--- src/rtl/map_irq_scan_if.sv ---
// CPU register port and save-state port of the scanline/cycle IRQ counter.
interface map_irq_scan_if;
  logic       reg_we;
  logic [2:0] reg_addr;
  logic [7:0] reg_din;
  logic       ss_act;
  logic       ss_we;
  logic [2:0] ss_addr;
  logic [7:0] ss_din;
  logic [7:0] ss_dout;

  // Mapper decode / save-state controller side
  modport master (
    output reg_we, reg_addr, reg_din,
    output ss_act, ss_we, ss_addr, ss_din,
    input  ss_dout
  );

  // IRQ counter side
  modport slave (
    input  reg_we, reg_addr, reg_din,
    input  ss_act, ss_we, ss_addr, ss_din,
    output ss_dout
  );
endinterface

--- src/rtl/map_irq_scan.sv ---
// Scanline / M2-cycle IRQ counter for NES mappers.
// Counts filtered PPU A12 rising edges (modes 0/1) or raw M2 cycles (mode 2)
// and holds a level IRQ until the CPU acknowledges it. All state advances on
// the falling edge of M2; the save-state port can freeze, dump and restore it.
module map_irq_scan #(
  parameter int unsigned CNT_W    = 16,
  parameter int unsigned FILT_LEN = 4,
  parameter int unsigned MODE_RST = 0
) (
  input  logic                 m2,
  input  logic                 map_rst_n,
  input  logic                 ppu_a12,
  map_irq_scan_if.slave        bus,
  output logic                 irq
);

  localparam int unsigned FILT_W = FILT_LEN + 1;

  localparam logic [2:0] REG_LATCH_LO = 3'd0;
  localparam logic [2:0] REG_LATCH_HI = 3'd1;
  localparam logic [2:0] REG_MODE     = 3'd2;
  localparam logic [2:0] REG_ACK      = 3'd3;
  localparam logic [2:0] REG_ENABLE   = 3'd4;
  localparam logic [2:0] REG_RELOAD   = 3'd5;

  localparam logic [2:0] SS_CNT_LO   = 3'd0;
  localparam logic [2:0] SS_CNT_HI   = 3'd1;
  localparam logic [2:0] SS_LATCH_LO = 3'd2;
  localparam logic [2:0] SS_LATCH_HI = 3'd3;
  localparam logic [2:0] SS_CTRL     = 3'd4;
  localparam logic [2:0] SS_FILT     = 3'd5;

  typedef enum logic [1:0] {
    MODE_DOWN   = 2'd0,
    MODE_RELOAD = 2'd1,
    MODE_CYCLE  = 2'd2,
    MODE_RSVD   = 2'd3
  } mode_t;

  localparam logic [1:0] MODE_RST_L = 2'(MODE_RST);

  logic [CNT_W-1:0]  cnt_q,    cnt_d;
  logic [CNT_W-1:0]  latch_q,  latch_d;
  mode_t             mode_q,   mode_d;
  logic              en_q,     en_d;
  logic              pend_q,   pend_d;
  logic              reload_q, reload_d;
  logic [FILT_W-1:0] filt_q,   filt_d;

  logic              a12_ev;
  logic              ev;
  logic              cpu_we;
  logic              cnt_wr;
  logic              down_like;
  logic              pend_set;
  logic [CNT_W-1:0]  nxt;
  logic [7:0]        ss_dout_c;

  // Replace the low byte of a counter-width value
  function automatic logic [CNT_W-1:0] set_lo(input logic [CNT_W-1:0] v,
                                               input logic [7:0] b);
    logic [15:0] w;
    w       = 16'(v);
    w[7:0]  = b;
    return CNT_W'(w);
  endfunction

  // Replace the high byte; no effect when the counter is only 8 bits wide
  function automatic logic [CNT_W-1:0] set_hi(input logic [CNT_W-1:0] v,
                                               input logic [7:0] b);
    logic [15:0] w;
    w       = 16'(v);
    w[15:8] = b;
    return CNT_W'(w);
  endfunction

  // Byte views of a counter-width value, zero-padded to 16 bits
  function automatic logic [7:0] get_lo(input logic [CNT_W-1:0] v);
    logic [15:0] w;
    w = 16'(v);
    return w[7:0];
  endfunction

  function automatic logic [7:0] get_hi(input logic [CNT_W-1:0] v);
    logic [15:0] w;
    w = 16'(v);
    return w[15:8];
  endfunction

  // Rising A12 after FILT_LEN low samples, judged on the pre-shift history
  assign a12_ev    = filt_q[0] && (filt_q[FILT_LEN:1] == '0);

  // Mode 3 is reserved and decodes like mode 0
  assign down_like = (mode_q == MODE_DOWN) || (mode_q == MODE_RSVD);

  // Count source; save-state access freezes counting
  assign ev        = !bus.ss_act && ((mode_q == MODE_CYCLE) ? 1'b1 : a12_ev);

  // CPU writes are blocked during save-state access
  assign cpu_we    = bus.reg_we && !bus.ss_act;

  // A CPU write touching cnt/latch/reload pre-empts this cycle's count
  assign cnt_wr    = cpu_we && ((bus.reg_addr == REG_LATCH_LO) ||
                                (bus.reg_addr == REG_LATCH_HI) ||
                                (bus.reg_addr == REG_RELOAD));

  // State register, advanced on the falling edge of M2
  always_ff @(negedge m2 or negedge map_rst_n) begin
    if (!map_rst_n) begin
      cnt_q    <= '0;
      latch_q  <= '0;
      mode_q   <= mode_t'(MODE_RST_L);
      en_q     <= 1'b0;
      pend_q   <= 1'b0;
      reload_q <= 1'b0;
      filt_q   <= '0;
    end else begin
      cnt_q    <= cnt_d;
      latch_q  <= latch_d;
      mode_q   <= mode_d;
      en_q     <= en_d;
      pend_q   <= pend_d;
      reload_q <= reload_d;
      filt_q   <= filt_d;
    end
  end

  // Next state: count, then CPU writes, then ack, then save-state writes
  always_comb begin
    cnt_d    = cnt_q;
    latch_d  = latch_q;
    mode_d   = mode_q;
    en_d     = en_q;
    pend_d   = pend_q;
    reload_d = reload_q;
    filt_d   = {filt_q[FILT_LEN-1:0], ppu_a12};
    nxt      = '0;
    pend_set = 1'b0;

    if (ev && !cnt_wr) begin
      case (mode_q)
        MODE_RELOAD: begin
          nxt      = ((cnt_q == '0) || reload_q) ? latch_q : cnt_q - CNT_W'(1);
          cnt_d    = nxt;
          reload_d = 1'b0;
          pend_set = en_q && (nxt == '0);
        end
        MODE_CYCLE: begin
          if (cnt_q == CNT_W'(1)) begin
            cnt_d    = latch_q;
            pend_set = en_q;
          end else if (cnt_q != '0) begin
            cnt_d = cnt_q - CNT_W'(1);
          end
        end
        default: begin
          // Down-and-stop: IRQ fires as the counter reaches 1
          if (cnt_q != '0) begin
            cnt_d    = cnt_q - CNT_W'(1);
            pend_set = en_q && (cnt_q == CNT_W'(2));
          end
        end
      endcase
    end

    if (pend_set) begin
      pend_d = 1'b1;
    end

    if (cpu_we) begin
      case (bus.reg_addr)
        REG_LATCH_LO: begin
          latch_d = set_lo(latch_q, bus.reg_din);
          if (down_like) begin
            cnt_d = set_lo(cnt_q, bus.reg_din);
          end
        end
        REG_LATCH_HI: begin
          latch_d = set_hi(latch_q, bus.reg_din);
          if (down_like) begin
            cnt_d = set_hi(cnt_q, bus.reg_din);
          end
        end
        REG_MODE: begin
          mode_d = mode_t'(bus.reg_din[1:0]);
        end
        REG_ACK: begin
          // Acknowledge outranks a same-cycle pend set
          en_d   = 1'b0;
          pend_d = 1'b0;
        end
        REG_ENABLE: begin
          en_d = 1'b1;
        end
        REG_RELOAD: begin
          if (mode_q == MODE_RELOAD) begin
            reload_d = 1'b1;
          end else begin
            cnt_d = latch_q;
          end
        end
        default: begin
        end
      endcase
    end

    if (bus.ss_act && bus.ss_we) begin
      case (bus.ss_addr)
        SS_CNT_LO:   cnt_d   = set_lo(cnt_q, bus.ss_din);
        SS_CNT_HI:   cnt_d   = set_hi(cnt_q, bus.ss_din);
        SS_LATCH_LO: latch_d = set_lo(latch_q, bus.ss_din);
        SS_LATCH_HI: latch_d = set_hi(latch_q, bus.ss_din);
        SS_CTRL: begin
          mode_d   = mode_t'(bus.ss_din[4:3]);
          reload_d = bus.ss_din[2];
          pend_d   = bus.ss_din[1];
          en_d     = bus.ss_din[0];
        end
        SS_FILT: begin
          // Oldest sample is not saved; restore it as high so a restored
          // history can never form an edge on its own
          filt_d = {1'b1, bus.ss_din[FILT_LEN-1:0]};
        end
        default: begin
        end
      endcase
    end
  end

  // Save-state read map
  always_comb begin
    ss_dout_c = 8'hFF;
    case (bus.ss_addr)
      SS_CNT_LO:   ss_dout_c = get_lo(cnt_q);
      SS_CNT_HI:   ss_dout_c = get_hi(cnt_q);
      SS_LATCH_LO: ss_dout_c = get_lo(latch_q);
      SS_LATCH_HI: ss_dout_c = get_hi(latch_q);
      SS_CTRL:     ss_dout_c = {3'b000, mode_q, reload_q, pend_q, en_q};
      SS_FILT:     ss_dout_c = 8'(filt_q[FILT_LEN-1:0]);
      default:     ss_dout_c = 8'hFF;
    endcase
  end

  assign bus.ss_dout = ss_dout_c;
  assign irq         = pend_q;

endmodule

--- src/flat_wrapper.sv ---
// flat-port wrapper written by rule: the top's interface ports become plain ports
module map_irq_scan_flat 
#(
  parameter int unsigned CNT_W    = 16,
  parameter int unsigned FILT_LEN = 4,
  parameter int unsigned MODE_RST = 0
)
  (m2, map_rst_n, ppu_a12, irq, bus_reg_we, bus_reg_addr, bus_reg_din, bus_ss_act, bus_ss_we, bus_ss_addr, bus_ss_din, bus_ss_dout);
  map_irq_scan_if bus_i ();
  input  logic m2;
  input  logic map_rst_n;
  input  logic ppu_a12;
  output logic irq;
  input wire logic [$bits(bus_i.reg_we)-1:0] bus_reg_we;
  input wire logic [$bits(bus_i.reg_addr)-1:0] bus_reg_addr;
  input wire logic [$bits(bus_i.reg_din)-1:0] bus_reg_din;
  input wire logic [$bits(bus_i.ss_act)-1:0] bus_ss_act;
  input wire logic [$bits(bus_i.ss_we)-1:0] bus_ss_we;
  input wire logic [$bits(bus_i.ss_addr)-1:0] bus_ss_addr;
  input wire logic [$bits(bus_i.ss_din)-1:0] bus_ss_din;
  output wire logic [$bits(bus_i.ss_dout)-1:0] bus_ss_dout;
  assign bus_i.reg_we = bus_reg_we;
  assign bus_i.reg_addr = bus_reg_addr;
  assign bus_i.reg_din = bus_reg_din;
  assign bus_i.ss_act = bus_ss_act;
  assign bus_i.ss_we = bus_ss_we;
  assign bus_i.ss_addr = bus_ss_addr;
  assign bus_i.ss_din = bus_ss_din;
  assign bus_ss_dout = bus_i.ss_dout;
  map_irq_scan #(.CNT_W(CNT_W), .FILT_LEN(FILT_LEN), .MODE_RST(MODE_RST)) u_core (.m2(m2), .map_rst_n(map_rst_n), .ppu_a12(ppu_a12), .bus(bus_i), .irq(irq));
endmodule
--- config.mk ---
export PLATFORM = sky130hd
export DESIGN_NAME = map_irq_scan_flat
export DESIGN_NICKNAME = d
export VERILOG_FILES = /design/src/rtl/map_irq_scan_if.sv /design/src/rtl/map_irq_scan.sv /design/src/flat_wrapper.sv
export SDC_FILE = /design/constraint.sdc
export NUM_CORES = 1
export LEC_CHECK = 0
export CORE_AREA = 2 2 108 110
export DETAILED_ROUTE_END_ITERATION = 10
export DIE_AREA = 0 0 110 112
export PLACE_DENSITY = 0.57
export SLEW_MARGIN = 0
export SYNTH_ARGS = -nofsm -noshare
export SYNTH_HDL_FRONTEND = slang
export SYNTH_SLANG_ARGS = --single-unit
--- constraint.sdc ---
create_clock -name m2 -period 5 [get_ports m2]
set_input_delay 1 -clock m2 [delete_from_list [all_inputs] [get_ports m2]]
set_output_delay 1 -clock m2 [all_outputs]
set_load 0.03 [all_outputs]
# ---- Yosys cells after proc, flatten, opt, wreduce, memory -nomap -nowiden
# Index checks and enable logic that the tools add are counted.
dict set report word_totals {
  reg_bits 42
  inputBits 28
  output_inout_bits 9
  elab_cells 94
}
dict set report classes {
  addsub 1
  eq_ne 19
  n_mux 44
  reduce_logical 21
}
# operator count
set ops {}
lappend ops {{two-way mux 16 bit} 11}
lappend ops {{one-hot mux 16 bit (2 select lines)} 4}
lappend ops {{one-hot mux 16 bit (3 select lines)} 1}
lappend ops {{one-hot mux 8 bit (6 select lines)} 1}
lappend ops {{logical NOT 16 bit} 2}
lappend ops {{two-way mux 1 bit} 19}
lappend ops {{== test 16 x 1 -> 1 bit, second input constant} 1}
lappend ops {{== test 16 x 2 -> 1 bit, second input constant} 1}
lappend ops {{nonzero test 16 bit} 1}
lappend ops {{subtractor 16 x 1 -> 16 bit, second input constant} 1}
lappend ops {{== test 3 x 2 -> 1 bit, second input constant} 4}
lappend ops {{== test 3 bit, second input constant} 4}
lappend ops {{two-way mux 5 bit} 2}
lappend ops {{logical AND 1 bit} 8}
lappend ops {{two-way mux 2 bit} 4}
lappend ops {{!= test 2 bit, second input constant} 4}
lappend ops {{== test 3 x 1 -> 1 bit, second input constant} 2}
lappend ops {{logical NOT 3 bit} 2}
lappend ops {{== test 2 bit, second input constant} 2}
lappend ops {{logical NOT 4 bit} 1}
lappend ops {{logical OR 1 bit} 4}
lappend ops {{one-hot mux 1 bit (2 select lines)} 2}
lappend ops {{== test 2 x 1 -> 1 bit, second input constant} 1}
lappend ops {{logical NOT 1 bit} 2}
lappend ops {{logical NOT 2 bit} 1}

# ---- Longest topological paths before layout
dict set report depth {
  depth_word 12
  mapped_depth 11
}

==> results.json <==
{
  "fin_skew_ns": 0.00831,
  "grt_pass1_vias": 5340,
  "ys_types": 65,
  "peakVddDrop_uv": 217,
  "rows": 39,
  "whs_path_depth": 1,
  "grt_pass1_wl_mm": 31.3,
  "ios": 37,
  "wl_per_cell_microns": 24.2,
  "drt_iter0_drc": 777,
  "initial_utilization_pct": 39.0,
  "ys_warn_count": 0,
  "synth-seq-cells": 42,
  "hp-start": "u_core.filt_q[3]",
  "fillers": 1081,
  "htreeDepth": 2,
  "overflow": 0,
  "path_class": "register to primary output",
  "syn-num-nets": 615,
  "min_to": "u_core.filt_q[4]",
  "hold_violations": 0,
  "synthToLayoutAreaGrowth_pct": 36.0,
  "cts_tree": "yes",
  "grt.total_usage_pct": 33.8,
  "layout-drive-gt1-share_pct": 26.0,
  "hold_path_class": "register to register",
  "dieHeight_microns": 112,
  "root_buffer": "clkbuf_16",
  "setup-tns-final_ns": -0.0515,
  "violations": "negative setup slack",
  "clk_pin_slew_ns": 0.05,
  "setup_viol": 2,
  "dpl.cell_count": 816,
  "cp.required_ns": 4.00,
  "start_kind": "register",
  "core_area_sq_um": 11200,
  "reg2reg_slack_ns": 1.31,
  "rr_worst_depth": 10,
  "viasPerCell": 6.57,
  "netlist_instances": 581,
  "p_leak_nw": 2.50,
  "antenna_found_initial": 0,
  "cts-buffers-inserted": 5,
  "setup_ws_ns": -0.0295,
  "timing.rr.start": "u_core.cnt_q[1]",
  "arrival_ns": 4.03,
  "ys_seq_area_share_pct": 24.1,
  "rsz0062_at_grt": "true",
  "synthFlopType": "dfrtn_1",
  "drt-total-wl_mm": 20.2,
  "antenna_cells": 0,
  "fin_cells": 835,
  "cp-end-kind": "primary output",
  "utilization_pct": 53.0,
  "cap_violations": 0,
  "nNetsFinal": 725,
  "maxSlewViolCount": 0,
  "avgSynthCellArea_sq_um": 7.50,
  "slew_headroom_pct": 24.6,
  "syn-cell-area_sq_um": 4360,
  "drc": 0,
  "dieWidth_microns": 110,
  "clk_path_buf_depth": 2,
  "ant_nets": 0,
  "status": "finished, violations left",
  "vias": 5485,
  "crit_start": "u_core.filt_q[1]",
  "synth_edf_count": 0,
  "first_pass_iters": 5,
  "reg2reg_to": "u_core.cnt_q[3]",
  "async_flop_share_pct": 100,
  "hpwl_mm": 15.1,
  "crit_fanout": 3,
  "io_buffers": 36,
  "clkLatencyLatePin_ns": 0.32,
  "worst-slew-pin-transition_ns": 1.13,
  "place.gp.congestion": 0.984,
  "die_area_sq_um": 12300,
  "cts_sinks": 42,
  "powerDensity_nw_per_um2": 440,
  "grt_max_degree": 43
}
-- worst max-delay path: stages, from the launching register on --
cell     delay, ns
dfrtn_1       0.39
mux4_2        0.49
nor2_2        0.13
a21oi_2       0.05
buf_6         0.15
-- sequential cells by signal (all words and copies together) (netlist names) --
name / flops
u_core.filt_q: 5
u_core.mode_q: 2
u_core.reload_q: 1
u_core.en_q: 1
u_core.irq: 1
u_core.cnt_q: 16
u_core.latch_q: 16
-- how the worst max path moves through the flow --
| stage | endpoint | slack [ns] | cells past startpoint |
|---|---|---|---|
| floorplan | u_core.cnt_q[13] | -0.02 | 8 |
| global placement | u_core.cnt_q[12] | -0.50 | 8 |
| detailed placement | u_core.cnt_q[12] | -0.58 | 9 |
| CTS | bus_ss_dout[1] | -0.03 | 4 |
| global route | bus_ss_dout[0] | -0.1 | 4 |
| finish | bus_ss_dout[1] | -0.03 | 4 |
-- cell usage in the layout, fill, tap and decap left out, types with 9 or more instances in the layout --
cell,n
buf_4,117
nor2_1,70
a21oi_1,48
dfrtn_1,42
mux2i_1,39
o21ai_0,35
nand2_1,34
o22ai_1,24
a22oi_1,19
nor3_1,19
clkdlybuf4s50_1,19
nand3_1,16
o221ai_1,12
inv_1,11
nand4_1,9
-- timing repair --
item	4_1_cts	5_1_grt
hold buffers	0	0
hold endpoints to repair	0	0
setup buffers	8	3
pin swaps	5	5
gates resized for setup	21	21
endpoints found under the setup margin	29	19
-- cells in the mapped netlist (3+ instances only) --
cell      count  area [sq um]
o21ai_0      40           200
nand3_1      17          85.1
a31oi_1       8          50.1
a22oi_1      19           143
nor4_1        7          43.8
and3_1        4          25.0
buf_2         4          20.0
o221ai_1     16           140
clkbuf_1     41           154
a211oi_1      5          37.5
a22o_1        4          35.0
o22a_1        4          35.0
ha_1          6          75.1
nand4_1       9          56.3
a32oi_1       6          52.6
xnor2_1       7          61.3
o21ai_1       3          15.0
nor2_1       73           274
inv_1        13          48.8
xor2_1        5          43.8
o22ai_1      24           150
dfrtn_1      42          1050
nand2b_1      5          31.3
a21o_1        3          22.5
mux2_2        6          67.6
nor3_1       19          95.1
mux2i_1      40           400
or4_1         4          30.0
a21oi_1      53           265
or3_1         6          37.5
o31ai_1       4          30.0
nand2_1      35           131
nor3b_1       3          22.5
buf_6         3          33.8
-- cells by family after synthesis --
logic type	synth area share (%)
AO/OA/AOI/OAI	30.7
AND/OR/NAND/NOR	23.2
buffers and inverters	6.57
multiplexers	11.3
flip-flops	24.1
XOR/XNOR	2.41
adder cells (fa/ha/maj)	1.72
-- per-layer routing --
metal	vias to the layer above	GRT usage [%]	routed length (microns)
met2	380	49.1	8850
met5	-	0	0
met1	2608	47.7	8120
li1	2425	-	-
met3	72	7.08	2280
met4	0	15.5	997
-- where the power goes --
part / internal (mW) / switching (mW)
sequential: 0.458 / 0.119
combinational: 0.617 / 0.962
clock: 0.288 / 0.161
-- layout make-up --
class | count | area (sq um) | share of cell area, %
clock buffers | 5 | 125 | 2.11
clock inverters | 3 | 68.8 | 1.16
inverters | 15 | 56.3 | 0.950
multi-input cells | 472 | 3140 | 52.9
flip-flops and latches | 42 | 1050 | 17.7
well taps | 143 | 179 | 3.02
repair buffers | 155 | 1310 | 22.1
-- metrics by stage --
stage	power, mW	hold WS [ns]	setup WS (ns)	cell area (sq um)
finish	2.61	0.455	-0.0295	5930
detailed placement	2.03	0.458	-0.577	5540
global placement	2.02	0.456	-0.502	5540
floorplan	1.47	0.419	-0.0190	4400
CTS	2.51	0.460	-0.0286	5830
global route	2.73	0.479	-0.0952	5930
Note: power is estimated with default switching activity, not from simulation.
